`config.mk`:
```
export PLATFORM = sky130hd
export DESIGN_NAME = instr_fetch_flat
export DESIGN_NICKNAME = d
export VERILOG_FILES = /design/src/rtl/ifetch_pkg.sv /design/src/rtl/instr_fetch_if.sv /design/src/rtl/instr_fetch_buf.sv /design/src/rtl/instr_fetch.sv /design/src/flat_wrapper.sv
export SDC_FILE = /design/constraint.sdc
export NUM_CORES = 1
export LEC_CHECK = 0
export CORE_ASPECT_RATIO = 0.7
export CORE_MARGIN = 1
export CORE_UTILIZATION = 50
export CTS_CLUSTER_SIZE = 12
export DETAILED_ROUTE_END_ITERATION = 10
export GPL_TIMING_DRIVEN = 0
export MAX_ROUTING_LAYER = met4
export PLACE_DENSITY = 0.9
export SLEW_MARGIN = 25
export SYNTH_ARGS = -nofsm -noshare
export SYNTH_HDL_FRONTEND = slang
export SYNTH_SLANG_ARGS = --single-unit
```
`constraint.sdc`:
```
create_clock -name clk -period 4.62 [get_ports clk]
set_input_delay 0.924 -clock clk [delete_from_list [all_inputs] [get_ports clk]]
set_output_delay 0.924 -clock clk [all_outputs]
set_load 0.02 [all_outputs]
```
`src/rtl/ifetch_pkg.sv`:
```
// Shared types and constants for the instruction fetch block.
package ifetch_pkg;

  localparam int          INSTR_W    = 32;
  localparam logic [31:0] PC_INC     = 32'd4;
  localparam int          OPCODE_MSB = 31;
  localparam int          OPCODE_LSB = 27;

  typedef struct packed {
    logic [INSTR_W-1:0] instr;
    logic [31:0]        pc;
  } fetch_entry_t;

  function automatic logic [4:0] opcode_of(input logic [INSTR_W-1:0] instr);
    return instr[OPCODE_MSB:OPCODE_LSB];
  endfunction

endpackage

```
`src/rtl/instr_fetch_if.sv`:
```
// Fetch-side bus: instruction memory port, redirect request and decode handshake.
interface instr_fetch_if;
  import ifetch_pkg::*;

  logic [31:0]        imem_addr;
  logic [INSTR_W-1:0] imem_instr;
  logic               redirect_valid;
  logic [31:0]        redirect_pc;
  logic               out_valid;
  logic               out_ready;
  logic [INSTR_W-1:0] out_instr;
  logic [31:0]        out_pc;
  logic               fault;

  modport master (
    output imem_addr, out_valid, out_instr, out_pc, fault,
    input  imem_instr, redirect_valid, redirect_pc, out_ready
  );

  modport slave (
    input  imem_addr, out_valid, out_instr, out_pc, fault,
    output imem_instr, redirect_valid, redirect_pc, out_ready
  );

endinterface

```
`src/rtl/instr_fetch_buf.sv`:
```
// Two-entry fetch FIFO of {instr, pc}; flush has priority over push and pop.
module fetch_buf
  import ifetch_pkg::*;
(
  input  logic         clk,
  input  logic         rst_n,
  input  logic         push,
  input  fetch_entry_t push_data,
  input  logic         pop,
  input  logic         flush,
  output logic [1:0]   count,
  output fetch_entry_t head
);

  fetch_entry_t mem_r [2];
  logic         wr_ptr_r;
  logic         rd_ptr_r;
  logic [1:0]   count_r;
  logic         do_push_s;
  logic         do_pop_s;

  always_comb begin
    do_pop_s  = pop & ~flush & (count_r != 2'd0);
    do_push_s = push & ~flush & ((count_r != 2'd2) | do_pop_s);
  end

  always_ff @(posedge clk or negedge rst_n) begin
    if (!rst_n) begin
      wr_ptr_r <= 1'b0;
      rd_ptr_r <= 1'b0;
      count_r  <= 2'd0;
    end else if (flush) begin
      wr_ptr_r <= 1'b0;
      rd_ptr_r <= 1'b0;
      count_r  <= 2'd0;
    end else begin
      if (do_push_s) wr_ptr_r <= ~wr_ptr_r;
      if (do_pop_s)  rd_ptr_r <= ~rd_ptr_r;
      case ({do_push_s, do_pop_s})
        2'b10:   count_r <= count_r + 2'd1;
        2'b01:   count_r <= count_r - 2'd1;
        default: count_r <= count_r;
      endcase
    end
  end

  // Storage is cleared on reset so the outputs read zero while rst_n is low.
  always_ff @(posedge clk or negedge rst_n) begin
    if (!rst_n) begin
      mem_r[0] <= '0;
      mem_r[1] <= '0;
    end else if (do_push_s) begin
      mem_r[wr_ptr_r] <= push_data;
    end
  end

  assign count = count_r;
  assign head  = mem_r[rd_ptr_r];

endmodule

```
`src/rtl/instr_fetch.sv`:
```
// Instruction fetch: PC register, redirect handling and a 2-deep output buffer.
// Optional bounds check enabled by defining IFETCH_BOUNDS_CHECK_EN.
module instr_fetch
  import ifetch_pkg::*;
#(
  parameter logic [31:0] RESET_PC  = 32'd0,
  parameter int          MEM_WORDS = 40
) (
  input  logic           clk,
  input  logic           rst_n,
  instr_fetch_if.master  bus
);

`ifdef IFETCH_BOUNDS_CHECK_EN
  localparam bit BOUNDS_EN = 1'b1;
`else
  localparam bit BOUNDS_EN = 1'b0;
`endif
  localparam logic [31:0] LIMIT = 32'(MEM_WORDS * 4);

  logic [31:0]  pc_r;
  logic         fault_r;
  logic [31:0]  target_s;
  logic         oob_s;
  logic         tgt_oob_s;
  logic         valid_s;
  logic         pop_s;
  logic         fetch_s;
  logic [1:0]   count_s;
  fetch_entry_t head_s;
  fetch_entry_t push_data_s;
  logic         unused_s;

  always_comb begin
    target_s    = {bus.redirect_pc[31:2], 2'b00};
    oob_s       = BOUNDS_EN && (pc_r >= LIMIT);
    tgt_oob_s   = BOUNDS_EN && (target_s >= LIMIT);
    valid_s     = (count_s != 2'd0);
    pop_s       = valid_s & bus.out_ready;
    // An out-of-range PC blocks the fetch in the same cycle; fault follows a cycle later.
    fetch_s     = ~bus.redirect_valid & ~fault_r & ~oob_s & ((count_s < 2'd2) | pop_s);
    push_data_s = '{instr: bus.imem_instr, pc: pc_r};
  end

  assign unused_s = ^bus.redirect_pc[1:0];

  always_ff @(posedge clk or negedge rst_n) begin
    if (!rst_n) begin
      pc_r <= RESET_PC;
    end else if (bus.redirect_valid) begin
      pc_r <= target_s;
    end else if (fetch_s) begin
      pc_r <= pc_r + PC_INC;
    end else begin
      pc_r <= pc_r;
    end
  end

  // Sticky fault; a redirect clears it unless the target is itself out of range.
  always_ff @(posedge clk or negedge rst_n) begin
    if (!rst_n) begin
      fault_r <= 1'b0;
    end else if (bus.redirect_valid) begin
      fault_r <= fault_r & tgt_oob_s;
    end else if (oob_s) begin
      fault_r <= 1'b1;
    end else begin
      fault_r <= fault_r;
    end
  end

  fetch_buf u_buf (
    .clk       (clk),
    .rst_n     (rst_n),
    .push      (fetch_s),
    .push_data (push_data_s),
    .pop       (pop_s),
    .flush     (bus.redirect_valid),
    .count     (count_s),
    .head      (head_s)
  );

  assign bus.imem_addr = pc_r;
  assign bus.out_valid = valid_s;
  assign bus.out_instr = head_s.instr;
  assign bus.out_pc    = head_s.pc;
  assign bus.fault     = fault_r;

endmodule

```
`src/flat_wrapper.sv`:
```
// flat-port wrapper written by rule: the top's interface ports become plain ports
module instr_fetch_flat import ifetch_pkg::*;
#(
  parameter logic [31:0] RESET_PC  = 32'd0,
  parameter int          MEM_WORDS = 40
)
  (clk, rst_n, bus_imem_addr, bus_out_valid, bus_out_instr, bus_out_pc, bus_fault, bus_imem_instr, bus_redirect_valid, bus_redirect_pc, bus_out_ready);
  instr_fetch_if bus_i ();
  input  logic clk;
  input  logic rst_n;
  output wire logic [$bits(bus_i.imem_addr)-1:0] bus_imem_addr;
  output wire logic [$bits(bus_i.out_valid)-1:0] bus_out_valid;
  output wire logic [$bits(bus_i.out_instr)-1:0] bus_out_instr;
  output wire logic [$bits(bus_i.out_pc)-1:0] bus_out_pc;
  output wire logic [$bits(bus_i.fault)-1:0] bus_fault;
  input wire logic [$bits(bus_i.imem_instr)-1:0] bus_imem_instr;
  input wire logic [$bits(bus_i.redirect_valid)-1:0] bus_redirect_valid;
  input wire logic [$bits(bus_i.redirect_pc)-1:0] bus_redirect_pc;
  input wire logic [$bits(bus_i.out_ready)-1:0] bus_out_ready;
  assign bus_imem_addr = bus_i.imem_addr;
  assign bus_out_valid = bus_i.out_valid;
  assign bus_out_instr = bus_i.out_instr;
  assign bus_out_pc = bus_i.out_pc;
  assign bus_fault = bus_i.fault;
  assign bus_i.imem_instr = bus_imem_instr;
  assign bus_i.redirect_valid = bus_redirect_valid;
  assign bus_i.redirect_pc = bus_redirect_pc;
  assign bus_i.out_ready = bus_out_ready;
  instr_fetch #(.RESET_PC(RESET_PC), .MEM_WORDS(MEM_WORDS)) u_core (.clk(clk), .rst_n(rst_n), .bus(bus_i));
endmodule
```
; ---- Word level (Yosys, flattened, before mapping)
; Cells that the tools add are included.
[word_totals]
regBits = 164
inputBits = 68
output_inout_bits = 98
elab_cells = 51
[op_classes]
addsub = 3
magnitude_cmp = 4
eq_ne = 3
n_mux = 14
n_bitwise = 13
n_reduce_logical = 6
[ops]
columns = operator, n
row1 = $mux W64, 4
row2 = $bwmux W128, 1
row3 = $demux W64 S1, 1
row4 = $mux W32, 2
row5 = $add A32 B3 Y32 const B, 1
row6 = $reduce_bool A2 Y1, 4
row7 = $and A1 B1 Y1, 6
row8 = $ge A2 B2 Y1 const B, 2
row9 = $mux W1, 4
row10 = $not A1 Y2, 2
row11 = $pmux W2 S2, 1
row12 = $not A1 Y1, 3
row13 = $reduce_bool A3 Y1, 1
row14 = $add A2 B1 Y2 const B, 1
row15 = $eq A2 B1 Y1 const B, 1
row16 = $eq A2 B2 Y1 const B, 1
row17 = $lt A2 B1 Y1 const B, 1
row18 = $lt A2 B2 Y1 const B, 1
row19 = $mux W2, 1
row20 = $ne A2 B2 Y1 const B, 1
row21 = $or A1 B1 Y1, 2
row22 = $sub A2 B1 Y2 const B, 1
row23 = $logic_and A1 B1 Y1, 1

; ---- Longest topological paths before layout
[depth]
ltp_word = 9
mapped_depth = 7
depth_no_buf = 6

; ---- Cells and area by module
; From an unflattened synthesis, not the netlist that was laid out.
[unflattened]
cells_unflattened = 584
area_unflattened_um2 = 7781.2
[by_module_without_submodules]
columns = module, n_inst, cells_each, area_each_um2, seq_area_each_um2
row1 = fetch_buf, 1, 366, 5928.2, 3303.2
row2 = instr_fetch, 1, 218, 1853.0, 750.7

; ---- Worst setup path after synthesis
; OpenSTA, ideal clock, no wires.
[synth_path]
kind = register to output
startpoint = reg u_core.u_buf.rd_ptr_r
endpoint = out bus_out_instr[22]
arrival_ns = 1.356
required_ns = 3.696
setup_slack_ns = 2.340
path_stages_with_launch = 4
n_path_buf = 2
cell_sequence = dfrtp_1 clkbuf_1 buf_1 mux2_2
[synth_between]
elab_chain_cells = 4
[synth_lines]
columns = item, line_no
row1 = from (decl), instr_fetch_buf.sv:17  ; logic rd_ptr_r;
row2 = from (signal assigned), instr_fetch_buf.sv:38  ; if (do_pop_s) rd_ptr_r <= ~rd_ptr_r;
row3 = $not A1 Y2 (implied by the code), instr_fetch_buf.sv:58  ; assign head = mem_r[rd_ptr_r];
row4 = $mux W64 (implied by the code) (3 in series), instr_fetch_buf.sv:58
row5 = to (decl), flat_wrapper.sv:13  ; output wire logic [$bits(bus_i.out_instr)-1:0] bus_out_instr;
; No other way between the ends. The select of a mux whose other input is x is not followed.

; ---- Worst setup path in the final report
[layout_path]
startpoint = reg u_core.u_buf.rd_ptr_r
endpoint = out bus_out_pc[23]
[layout_between]
elab_chain_cells = 4
[layout_lines]
columns = item, line_no
row1 = $not A1 Y2 (implied by the code), instr_fetch_buf.sv:58
row2 = $mux W64 (implied by the code) (3 in series), instr_fetch_buf.sv:58
row3 = to (decl), flat_wrapper.sv:14  ; output wire logic [$bits(bus_i.out_pc)-1:0] bus_out_pc;
; No other way between the ends. The select of a mux whose other input is x is not followed.

==> flow_summary.toml <==
[clock_network]
htreeDepth = 4
clk_path_buf_depth = 2
worstSkewPairLatency_ns = 0.42
numCtsBuffers = 17
cts_repair_resize_count = 0
postCtsHoldBufs = 0
clkTransAtPathRegs_ns = 0.06
cts_setup_buffers = 0
cts_sinks = 158
clockRootBuffer = "clkbuf_16"
cts_tree = "built"

[yosys]
synth.largest_area_cell = "dfrtp_1"
ys_seq_area_share_pct = 54.4
synth_area_leaders = "dfrtp_1 54%, mux2_2 29%, xnor2_1 3.1%, nand2_1 2.1%, o21ai_0 1.4%"
synth_top_area_share_pct = 54.4
synthCells = 548
ys_warn_count = 0
synth-main-ff-cell = "dfrtp_1"
syn_area_sq_um = 7260
yosys.cell_types.count = 36
ys_ff_latch = 158
synth_area_per_cell_sq_um = 13.3
synthArstFlopShare_pct = 100
synth-edff-count = 0

[timing]
clock.fmax_ghz = 0.276
relSlewSlack_pct = 44.8
finalSetupViolations = 0
worst_pin_slew_ns = 0.824
rsz0062_at_grt = "no"
hold_viol = 0
drv_slew = 0
period_minus_slack_ns = 3.63
period_share_pct = 78.6
finalWorstSetupSlack_ns = 0.990
fin_worst_skew_ns = 0.0117

[setup_path]
ff2ff_path_depth = 4
crit_fanout = 10
crit_path_top_delay_cell = "clkbuf_1"
worstSetupEndpointType = "output pin"
path_delay_family = "buffers and inverters"
rr_startpoint = "u_core.u_buf.count[1]"
worst-path-buf-inv = 3
required_ns = 3.70
slowest_delay_ns = 0.58
cpMostUsedCell = "clkbuf_1"
worstSetupPathType = "reg -> out"
crit_path_start_kind = "flip-flop"
rr_endpoint = "u_core.u_buf.mem_r[76]"
ff2ff_setup_slack_ns = 2.44
cp.depth = 4
cp-startpoint = "u_core.u_buf.rd_ptr_r"
cp.arrival_ns = 2.71
crit_chain = "clkbuf_1 -> clkbuf_1 -> mux2_2 -> clkdlybuf4s50_1"

[grt]
grt_use_total_pct = 25.0
grt-ovfl-total = 0
grt_max_degree = 83
grt_pass1_wl_um = 27600
grt_pass1_vias = 5397
antenna_found_initial = 0

[placement]
portBuffers = 158
dpl.hpwl_um = 12200
place_congestion = 0.909
dpl_cell_area_sq_um = 9130
place_ws_ns = 1.40

[run]
cap_violations = 0

[cells_and_area]
fin_util_pct = 69.3
syn_to_final_growth_pct = 34.0
n_antenna_cell = 0
finish.net_count = 799
drive_gt1_share_pct = 33.9
design_area_sq_um = 9730

[outcome]
status = "finished clean"

[drt]
drtAntennaViolNets = 0
drc = 0
drt_iter0_drc = 280
vias = 4999
via_per_inst = 5.36
post_drt_wl_per_cell_um = 18.7
wl_um = 17400
firstDrtPassIters = 4

[min_path]
hold_path.class = "in -> async"

[die]
die_w_um = 146
row_count = 36
die_y_um = 103
core_sq_um = 14100
num_io_pins = 166
die_area_sq_um = 15000
start_util_pct = 51.7

[pwr]
peakVddDrop_v = 0.000372
p_leak_nw = 3.98
power-per-cell-area_nw_per_um2 = 478
p_total_mw = 4.66
-- worst max-delay path by stage --
stage                                   endpoint  slack [ns]
after global routing              bus_out_pc[11]        0.88
after global placement    u_core.u_buf.mem_r[35]       -3.20
after floorplan                bus_out_instr[22]        2.34
after CTS                         bus_out_pc[16]        0.94
final                             bus_out_pc[23]        0.99
after detailed placement          bus_out_pc[16]        1.40
-- placed cells by master (no fill, tap or decap), drive strengths merged --
| cell | n |
|---|---|
| and2 | 1 |
| conb | 5 |
| nor2b | 1 |
| nor3 | 9 |
| or2 | 1 |
| nor3b | 1 |
| clkdlybuf4s50 | 157 |
| ha | 1 |
| mux2 | 186 |
| bufinv | 2 |
| and3 | 4 |
| nand2 | 41 |
| nand2b | 1 |
| clkinvlp | 5 |
| clkbuf | 30 |
| dfrtp | 158 |
| and4 | 2 |
| buf | 27 |
| nor2 | 7 |
| or3 | 1 |
| o21ai | 30 |
| xor2 | 5 |
| nand3 | 10 |
| mux2i | 1 |
| inv | 12 |
| nor4 | 12 |
| nand4 | 5 |
| a21oi | 2 |
| xnor2 | 26 |
-- cell type report --
type | instances | area [sq um]
repair buffers | 159 | 1610
clock buffers | 19 | 453
multi-input cells | 352 | 3120
well taps | 190 | 238
flip-flops and latches | 158 | 3950
fillers | 964 | 4320
inverters | 6 | 22.5
plain buffers | 36 | 183
clock inverters | 13 | 150
-- synthesized netlist by cell type (7+ instances only) --
cell type,count
dfrtp_1,158
o21ai_0,21
o21ai_1,9
buf_2,14
nor3_1,8
nor2_1,7
mux2_2,186
clkbuf_1,11
nand3_1,9
nand2_1,41
xnor2_1,26
-- registers in the layout, indices dropped and copies added, names as in the netlist --
signal                 cells
u_core.u_buf.mem_r       124
u_core.bus.imem_addr      30
u_core.u_buf.wr_ptr_r      1
u_core.u_buf.count         2
u_core.u_buf.rd_ptr_r      1
-- where the power goes --
group          internal [mW]  switching, mW  leakage (nW)
clock network          0.835          0.583         0.280
logic                  0.755          0.593          1.80
registers               1.69          0.199          1.90
total                   3.28           1.38          3.98
-- metrics by stage --
step	std cells	setup TNS [ns]	hold WS, ns
detailed placement	901	0	0.491
CTS	933	0	0.492
floorplan	552	0	0.475
global placement	900	-504.34	0.483
finish	933	0	0.466
global route	933	0	0.507
-- per-layer routing --
layer,vias to the layer above,GRT usage (%),share of wire [%],wire [um]
li1,2287,-,-,-
met2,148,39.8,49,8500
met5,-,-,0,0
met1,2535,31.7,44,7760
met4,0,9.86,1.8,318
met3,29,5.35,5.0,867
-- kinds of logic after synthesis --
logic type,after synthesis,share of synthesized area [%]
and+or+nand+nor,96,7.60
adders and majority gates,1,0.172
xor gates and xnor gates,31,3.74
AOI/OAI and AO/OA,32,2.20
DFF,158,54.4
muxes,187,29.0
buffers and inverters,42,2.83
other,1,0.0516
Power figures use the tool's default switching activity.
